--- config.mk ---
export PLATFORM = sky130hd
export DESIGN_NAME = uart_rx
export DESIGN_NICKNAME = d
export VERILOG_FILES = /design/src/rtl/uart_rx.sv
export SDC_FILE = /design/constraint.sdc
export NUM_CORES = 1
export LEC_CHECK = 0
export ABC_CLOCK_PERIOD_IN_PS = 2280
export CAP_MARGIN = 40
export CELL_PAD_IN_SITES_DETAIL_PLACEMENT = 0
export CELL_PAD_IN_SITES_GLOBAL_PLACEMENT = 1
export CORE_UTILIZATION = 45
export CTS_BUF_LIST = sky130_fd_sc_hd__clkbuf_16
export DETAILED_ROUTE_END_ITERATION = 16
export DONT_BUFFER_PORTS = 1
export GPL_ROUTABILITY_DRIVEN = 0
export PLACE_DENSITY_LB_ADDON = 0.1
export REMOVE_ABC_BUFFERS = 1
export SLEW_MARGIN = 20
export SYNTH_ARGS = -nofsm -noshare
export SYNTH_HDL_FRONTEND = slang
export SYNTH_SLANG_ARGS = --single-unit
--- constraint.sdc ---
create_clock -name CLK -period 2.28 [get_ports CLK]
set_input_delay 0.228 -clock CLK [delete_from_list [all_inputs] [get_ports CLK]]
set_output_delay 0.228 -clock CLK [all_outputs]
set_load 0.01 [all_outputs]
--- src/rtl/uart_rx.sv ---
// UART receiver: oversampled start detect, DATA_WIDTH data bits LSB-first, optional parity, one stop bit.
// Build option UART_RX_MAJORITY_EN: each bit is a 2-of-3 vote of the samples at ticks M-1, M, M+1.
module uart_rx #(
  parameter int DATA_WIDTH     = 8,
  parameter int PRESCALE_WIDTH = 6
) (
  input  logic                      CLK,
  input  logic                      RST,
  input  logic                      RX_IN,
  input  logic [PRESCALE_WIDTH-1:0] PRESCALE,
  input  logic                      PAR_EN,
  input  logic                      PAR_TYP,
  output logic [DATA_WIDTH-1:0]     P_DATA,
  output logic                      DATA_VALID,
  output logic                      PAR_ERR,
  output logic                      STP_ERR
);
  localparam int BW = (DATA_WIDTH > 1) ? $clog2(DATA_WIDTH) : 1;
  localparam logic [PRESCALE_WIDTH-1:0] PS_ONE   = PRESCALE_WIDTH'(1);
  localparam logic [BW-1:0]             BIT_ONE  = BW'(1);
  localparam logic [BW-1:0]             LAST_BIT = BW'(DATA_WIDTH - 1);

  typedef enum logic [2:0] {
    S_IDLE,
    S_START,
    S_DATA,
    S_PARITY,
    S_STOP,
    S_WAIT_HIGH
  } state_t;

  state_t                    r_state, w_state_next;
  logic                      r_sync1, r_sync2;
  logic [PRESCALE_WIDTH-1:0] r_edge_cnt, w_edge_cnt_next;
  logic [BW-1:0]             r_bit_cnt, w_bit_cnt_next;
  logic [PRESCALE_WIDTH-1:0] r_prescale, w_prescale_next;
  logic                      r_par_en, w_par_en_next;
  logic                      r_par_typ, w_par_typ_next;
  logic [DATA_WIDTH-1:0]     r_data, w_data_next;
  logic                      r_par_bad, w_par_bad_next;
  logic [DATA_WIDTH-1:0]     r_p_data, w_p_data_next;
  logic                      r_valid, w_valid_next;
  logic                      r_par_err, w_par_err_next;
  logic                      r_stp_err, w_stp_err_next;
  logic                      r_samp_m;

  logic                      w_rx_s;
  logic [PRESCALE_WIDTH-1:0] w_half;
  logic                      w_at_m, w_at_dec, w_at_last;
  logic                      w_bit_val;
  logic [PRESCALE_WIDTH-1:0] w_edge_inc;

  assign w_rx_s     = r_sync2;
  assign w_half     = r_prescale >> 1;
  assign w_at_m     = (r_edge_cnt == w_half);
  assign w_at_dec   = (r_edge_cnt == (w_half + PS_ONE));
  assign w_at_last  = (r_edge_cnt == (r_prescale - PS_ONE));
  assign w_edge_inc = w_at_last ? '0 : (r_edge_cnt + PS_ONE);

  // Two-flop synchronizer; idles high so reset never looks like a start bit.
  always_ff @(posedge CLK or posedge RST) begin
    if (RST) begin
      r_sync1 <= 1'b1;
      r_sync2 <= 1'b1;
    end else begin
      r_sync1 <= RX_IN;
      r_sync2 <= r_sync1;
    end
  end

  always_ff @(posedge CLK or posedge RST) begin
    if (RST) begin
      r_samp_m <= 1'b1;
    end else if (w_at_m) begin
      r_samp_m <= w_rx_s;
    end
  end

`ifdef UART_RX_MAJORITY_EN
  logic r_samp_m1;
  logic w_at_m1;

  assign w_at_m1 = (r_edge_cnt == (w_half - PS_ONE));

  always_ff @(posedge CLK or posedge RST) begin
    if (RST) begin
      r_samp_m1 <= 1'b1;
    end else if (w_at_m1) begin
      r_samp_m1 <= w_rx_s;
    end
  end

  // Third vote is the live sample at the decision tick M+1.
  assign w_bit_val = (r_samp_m1 & r_samp_m) | (r_samp_m1 & w_rx_s) | (r_samp_m & w_rx_s);
`else
  assign w_bit_val = r_samp_m;
`endif

  always_ff @(posedge CLK or posedge RST) begin
    if (RST) begin
      r_state    <= S_IDLE;
      r_edge_cnt <= '0;
      r_bit_cnt  <= '0;
      r_prescale <= '0;
      r_par_en   <= 1'b0;
      r_par_typ  <= 1'b0;
      r_data     <= '0;
      r_par_bad  <= 1'b0;
      r_p_data   <= '0;
      r_valid    <= 1'b0;
      r_par_err  <= 1'b0;
      r_stp_err  <= 1'b0;
    end else begin
      r_state    <= w_state_next;
      r_edge_cnt <= w_edge_cnt_next;
      r_bit_cnt  <= w_bit_cnt_next;
      r_prescale <= w_prescale_next;
      r_par_en   <= w_par_en_next;
      r_par_typ  <= w_par_typ_next;
      r_data     <= w_data_next;
      r_par_bad  <= w_par_bad_next;
      r_p_data   <= w_p_data_next;
      r_valid    <= w_valid_next;
      r_par_err  <= w_par_err_next;
      r_stp_err  <= w_stp_err_next;
    end
  end

  always_comb begin
    w_state_next    = r_state;
    w_edge_cnt_next = r_edge_cnt;
    w_bit_cnt_next  = r_bit_cnt;
    w_prescale_next = r_prescale;
    w_par_en_next   = r_par_en;
    w_par_typ_next  = r_par_typ;
    w_data_next     = r_data;
    w_par_bad_next  = r_par_bad;
    w_p_data_next   = r_p_data;
    w_valid_next    = 1'b0;
    w_par_err_next  = 1'b0;
    w_stp_err_next  = 1'b0;

    unique case (r_state)
      S_IDLE: begin
        w_edge_cnt_next = '0;
        // The cycle that first sees the line low is tick 0 of the start bit.
        if (!w_rx_s) begin
          w_state_next    = S_START;
          w_edge_cnt_next = PS_ONE;
          w_bit_cnt_next  = '0;
          w_prescale_next = PRESCALE;
          w_par_en_next   = PAR_EN;
          w_par_typ_next  = PAR_TYP;
          w_par_bad_next  = 1'b0;
        end
      end

      S_START: begin
        w_edge_cnt_next = w_edge_inc;
        if (w_at_dec && w_bit_val) begin
          w_state_next    = S_IDLE;
          w_edge_cnt_next = '0;
        end else if (w_at_last) begin
          w_state_next = S_DATA;
        end
      end

      S_DATA: begin
        w_edge_cnt_next = w_edge_inc;
        if (w_at_dec) begin
          w_data_next[r_bit_cnt] = w_bit_val;
        end
        if (w_at_last) begin
          if (r_bit_cnt == LAST_BIT) begin
            w_state_next = r_par_en ? S_PARITY : S_STOP;
          end else begin
            w_bit_cnt_next = r_bit_cnt + BIT_ONE;
          end
        end
      end

      S_PARITY: begin
        w_edge_cnt_next = w_edge_inc;
        if (w_at_dec) begin
          w_par_bad_next = w_bit_val ^ (^r_data) ^ r_par_typ;
        end
        if (w_at_last) begin
          w_state_next = S_STOP;
        end
      end

      S_STOP: begin
        w_edge_cnt_next = r_edge_cnt + PS_ONE;
        // Leave mid stop bit so a back-to-back start edge is not missed.
        if (w_at_dec) begin
          w_edge_cnt_next = '0;
          w_par_err_next  = r_par_bad;
          w_stp_err_next  = !w_bit_val;
          if (w_bit_val && !r_par_bad) begin
            w_valid_next  = 1'b1;
            w_p_data_next = r_data;
          end
          w_state_next = w_bit_val ? S_IDLE : S_WAIT_HIGH;
        end
      end

      S_WAIT_HIGH: begin
        w_edge_cnt_next = '0;
        if (w_rx_s) begin
          w_state_next = S_IDLE;
        end
      end

      default: begin
        w_state_next    = S_IDLE;
        w_edge_cnt_next = '0;
      end
    endcase
  end

  assign P_DATA     = r_p_data;
  assign DATA_VALID = r_valid;
  assign PAR_ERR    = r_par_err;
  assign STP_ERR    = r_stp_err;

endmodule

* Yosys cells after proc, flatten, opt, wreduce, memory -nomap -nowiden
Cells that the tools add are included.
Operators by class: reductions and logical operators 16, $add $sub $neg 4, multiplexer cells 33, bitwise logic cells 3, equal/unequal tests 18, $lt $le $gt $ge 2
Operators by type and width (number):
- 3-bit 2-to-1 mux | 13
- 6-bit one-hot mux with 4 select lines | 1
- 6-bit 2-to-1 mux | 3
- 3-bit one-hot mux with 6 select lines | 1
- 2-bit != test, second input constant | 8
- 6-bit equality test | 2
- 1-bit 2-to-1 mux | 11
- 3-bit equality test, second input constant | 3
- 8-bit bitwise mux | 1
- 8-bit XOR reduction | 1
- 7-bit AND reduction | 1
- 5-bit by 1-bit adder with 6-bit output, second input constant | 1
- 6-bit by 1-bit adder with 6-bit output, second input constant | 1
- 3-bit by 2-bit equality test with 1-bit output, second input constant | 2
- 6-bit by 5-bit equality test with 1-bit output | 1
- 3-bit one-hot mux with 2 select lines | 1
- 3-bit AND reduction | 2
- 6-bit by 1-bit subtractor with 6-bit output, second input constant | 1
- 3-bit by 4-bit less-than comparator with 1-bit output, second input constant | 1
- 2-bit AND reduction | 2
- 4-bit AND reduction | 1
- 2-bit nonzero test | 2
- 3-bit by 1-bit adder with 3-bit output, second input constant | 1
- 1-bit demux with 3-bit select | 1
- other kinds (10) | 14
Storage, ports and cells: bits of input ports 11, flip-flop bits (word level) 43, output and inout port bits 11, logic and storage cells 91

* Longest topological paths before layout
word-level depth 5, gate-level depth with buffers 10, mapped depth without buffers 8

* Least setup slack after synthesis
Ideal clock, no wire load.
path type register to register, start point reg r_prescale[2], end point reg r_data[1], path buffers 2, required time 2.153 ns, slack -0.007 ns, cell stages (with the launch flop) 10, arrival 2.160 ns, setup time 0.127 ns, period minus slack after synthesis 2.287 ns, path through dfrtp_1 > ha_1 > nor2b_1 > or4_4 > nand3_2 > and3_1 > buf_6 > buf_8 > nand4_1 > mux2_1
Between the ends: word-level cells in the longest chain between the ends 3
RTL lines:
- start: declaration | line 36 | logic [PRESCALE_WIDTH-1:0] r_prescale, w_prescale_next;
- start signal: assignment | line 117 | r_prescale <= w_prescale_next;
- 5-bit by 1-bit adder with 6-bit output | line 56 | assign w_at_dec = (r_edge_cnt == (w_half + PS_ONE));
- 6-bit equality test | line 56
- 2-bit AND reduction (no source line)
- end signal: assignment | line 120 | r_data <= w_data_next;
- end: declaration | line 39 | logic [DATA_WIDTH-1:0] r_data, w_data_next;
No other way between the ends. A chain may end at the register's enable or synchronous reset.

* Worst setup path in the final report
start point reg r_prescale[2], end point reg r_p_data[6], in the netlist P_DATA[6]
Between the ends: word-level cells in the longest chain between the ends 3
RTL lines:
- 5-bit by 1-bit adder with 6-bit output | line 56
- 6-bit equality test | line 56
- 3-bit AND reduction (no source line)
- end signal: assignment | line 122 | r_p_data <= w_p_data_next;
- end: declaration | line 41 | logic [DATA_WIDTH-1:0] r_p_data, w_p_data_next;
No other way between the ends.

==> results.md <==
- Status: complete, no violations
- GRT overflow: 0
- Clock sinks: 43
- Initial DRT Pass Iterations: 4
- Setup TNS: 0 ps
- Clock Tree Buf Depth: 2
- Initial antenna violation count: 0
- Die ar.: 0.00571 sq mm
- GRT busiest layer: met2
- Internal reg-to-reg setup slack: 60 ps
- Layout cell share with drive strength beyond 1: 28.1%
- Dominant synthesized flop cell: dfrtp_1
- Worst vdd ir: about 630 uV
- Max-Cap Viols: 0
- H-tree lvl count: 2
- Post-synthesis mux area share: 9.20%
- Vias in the first global route: 1768
- Largest family of logic cells by synthesized area: simple AND/OR/NAND/NOR gates
- CTS tree: done
- Hold Crit Class: in2reg
- Critical Path RT: about 2500 ps
- Ant. Diodes: 0
- Final hold slack: 62.4 ps
- HP Start: PRESCALE[0]
- Post-synth cell types: 48
- Max FO, Critical Path: 5
- Tcrit/Tclk final: 97.3%
- Critical path arrival: 2390 ps
- CTS buffer count: 5
- WL/cell: between 15 and 20 microns
- Largest net degree at the start of global routing: 19
- Global-route wire length before repair: between 8000 and 9000 microns
- Placed cell count: 309
- Non-filler cells, final: 326
- Initial core utilization: 47.0%
- Ys async rst share: 100%
- NumNets Final: 272
- Pins Over Slew Limit: 0
- DP Wirelength: 3650 microns
- Chip height: 75.5 microns
- Filler Cell Count: 438
- Post-Synth Adder-Cell Area: 3.08%
- DR vias: 1779
- RSZ-0062 raised after global routing: yes
- Hold path endpoint: r_prescale[0]
- Reg clk slew, reported paths: 60 ps
- DRC Markers: 0
- Cell row count: 26
- Tightest Pin Transition: roughly 600 ps
- DR vias/cell: between 5 and 6
- Synth Register Bits: 43
- Syn Area/Cell: 10.5 sq um
- Clock latency on the worst-skew pair: 280 ps
- Post-synthesis xor/xnor area fraction: 10.4%
- GRT Overall Usage: 20.4%
- Area of the core: 0.00517 sq mm
- Cell Area, Synth: 0.00243 sq mm
- Reg-to-Reg Start: r_prescale[2]
- Final setup vio count: 0
- Routed WL: around 5200 microns
- Fmax: 451 MHz
- DR iter-0 viols: 57
- Chip width: 75.5 microns
- GR Util met2: 32.1%
- M3 GR Usage: 4.89%
- Post-route ant nets: 0
- Worst slack at placement: -70.9 ps
- Worst Slack Setup Final: 61.4 ps
- PD cells: approximately 1300 mW/mm^2
- GRT met1 Usage: 27.1%
- Port bufs: 0
- Synth Area in Simple Gates: 16.9%
- Io pins: 22
- CTS root buffer: clkbuf_16
- Syn. warnings: 0
- Layout area overhead: 20.6%
- Reg2Reg Capture Point: P_DATA[6]
- Relative slew slack: 59.8%
- Crit path launch type: register
- Post-synthesis compound-gate area fraction: between 10% and 20%
- Setup CP Type: reg2reg
- CP endpoint kind: register
- Clock Skews: 3.58 ps
- EDFF count, synth: 0
- Post-layout util: between 50% and 60%
- Crit path time final: between 2000 and 2500 ps
- Final hold viol count: 0
- Reg2Reg Depth: 9
- Worst Hold Depth: 2
- Register area share after synthesis: 44.4%
- Synth Instances: ~230
- P_leak: around 1.3 nW
## registers in the layout, indices dropped and copies added, names as in the netlist
name	count
DATA_VALID	1
PAR_ERR	1
P_DATA	8
STP_ERR	1
r_bit_cnt	3
r_data	8
r_edge_cnt	6
r_par_bad	1
r_par_en	1
r_par_typ	1
r_prescale	6
r_samp_m	1
r_state	3
r_sync1	1
r_sync2	1
## cell usage after synthesis (2+ instances only)
cell      count  share of area [%]
xor2_1        9                3.2
dfrtp_1      40                 41
nand3b_1      2               0.62
a21boi_0      2               0.62
and3_1        4                1.0
buf_2         3               0.62
o21ai_0      14                2.9
dfstp_2       3                3.2
mux2_1        6                2.8
mux2_2       13                6.0
nor2b_1       3               0.77
or3_1         2               0.51
nor2_1       12                1.9
nand2b_1      3               0.77
nor3b_1       2               0.62
nor3_1        3               0.62
nor4b_1       4                1.4
nand2_1      11                1.7
a21o_1        2               0.62
inv_1        13                2.0
buf_6         2               0.93
nand3_1       8                1.6
clkbuf_1      4               0.62
nand4_1      10                2.6
a21oi_1       8                1.6
ha_1          6                3.1
xnor2_1      20                7.2
o31a_1        2               0.72
## stage by stage
step	total power (W)	cell area, sq um
finish	0.00370	2940
global route	0.00397	2940
CTS	0.00361	2870
detailed placement	0.00265	2600
global placement	0.00262	2600
floorplan	0.00217	2350
## kinds of logic (layout without fill, tap and decap cells)
group                      count (synthesis)  after routing
buffers and inverters                     25             49
muxes                                     20             20
AOI/OAI and AO/OA                         38             38
xor gates and xnor gates                  29             29
and+or+nand+nor                           70             71
adders and majority gates                  6              6
DFF                                       43             43
## report_power, final
group,leakage [nW],internal (W),switching (W)
Combinational,0.677,0.000843,0.000801
Sequential,0.561,0.000938,0.000298
Clock,0.0838,0.000517,0.000302
Total,1.32,0.00230,0.00140
## worst max-delay path, cell delays in order (launching register included)
cell and delay, ps:
dfrtp_2 420, ha_4 150, buf_6 90, nor2b_2 30, or4_4 500, nand3_2 80, and3_4 190, buf_6 120
nand4b_4 160, mux2_4 340
## metal layers
metal	share of wire, %	vias up
li1	-	867
met1	47	863
met2	46	34
met3	4.3	15
met4	2.6	0
met5	0	-
## what timing repair did
action | CTS | global route
resized for setup | 8 | 15
gates cloned | 1 | 0
pin swaps | 4 | 5
hold endpoints to repair | 15 | 0
setup buffers | 4 | 2
hold buffers | 2 | 0
setup endpoints to repair | 20 | 28
## area by class of cell
type | instances | area [sq um] | area share [%]
Multi-Input combinational cell | 164 | 1310 | 44.7
Sequential cell | 43 | 1080 | 37.0
Timing Repair Buffer | 28 | 234 | 7.97
Clock buffer | 5 | 125 | 4.26
Tap cell | 70 | 87.6 | 2.98
Inverter | 13 | 48.8 | 1.66
Clock inverter | 3 | 43.8 | 1.49
## cell usage in the layout (no fill, tap or decap), types with 8 or more instances in the layout
master / count
nand2_1: 11
xor2_1: 9
mux2_2: 12
nor2_1: 12
xnor2_1: 20
inv_1: 12
o21ai_0: 13
a21oi_1: 8
buf_4: 21
nand4_1: 10
nand3_1: 8
dfrtp_1: 36
## how the worst max path moves through the flow
stage | start | endpoint | slack [ps] | cells after the start
after floorplan | r_prescale[2] | P_DATA[0] | -160 | 7
after global placement | r_prescale[2] | P_DATA[4] | -30 | 8
after detailed placement | r_prescale[2] | P_DATA[4] | -70 | 8
after CTS | r_prescale[2] | P_DATA[6] | 1 | 9
after global routing | r_prescale[2] | r_state[0] | -30 | 7
final | r_prescale[2] | P_DATA[6] | 60 | 9
(Power assumes the default switching activity.)
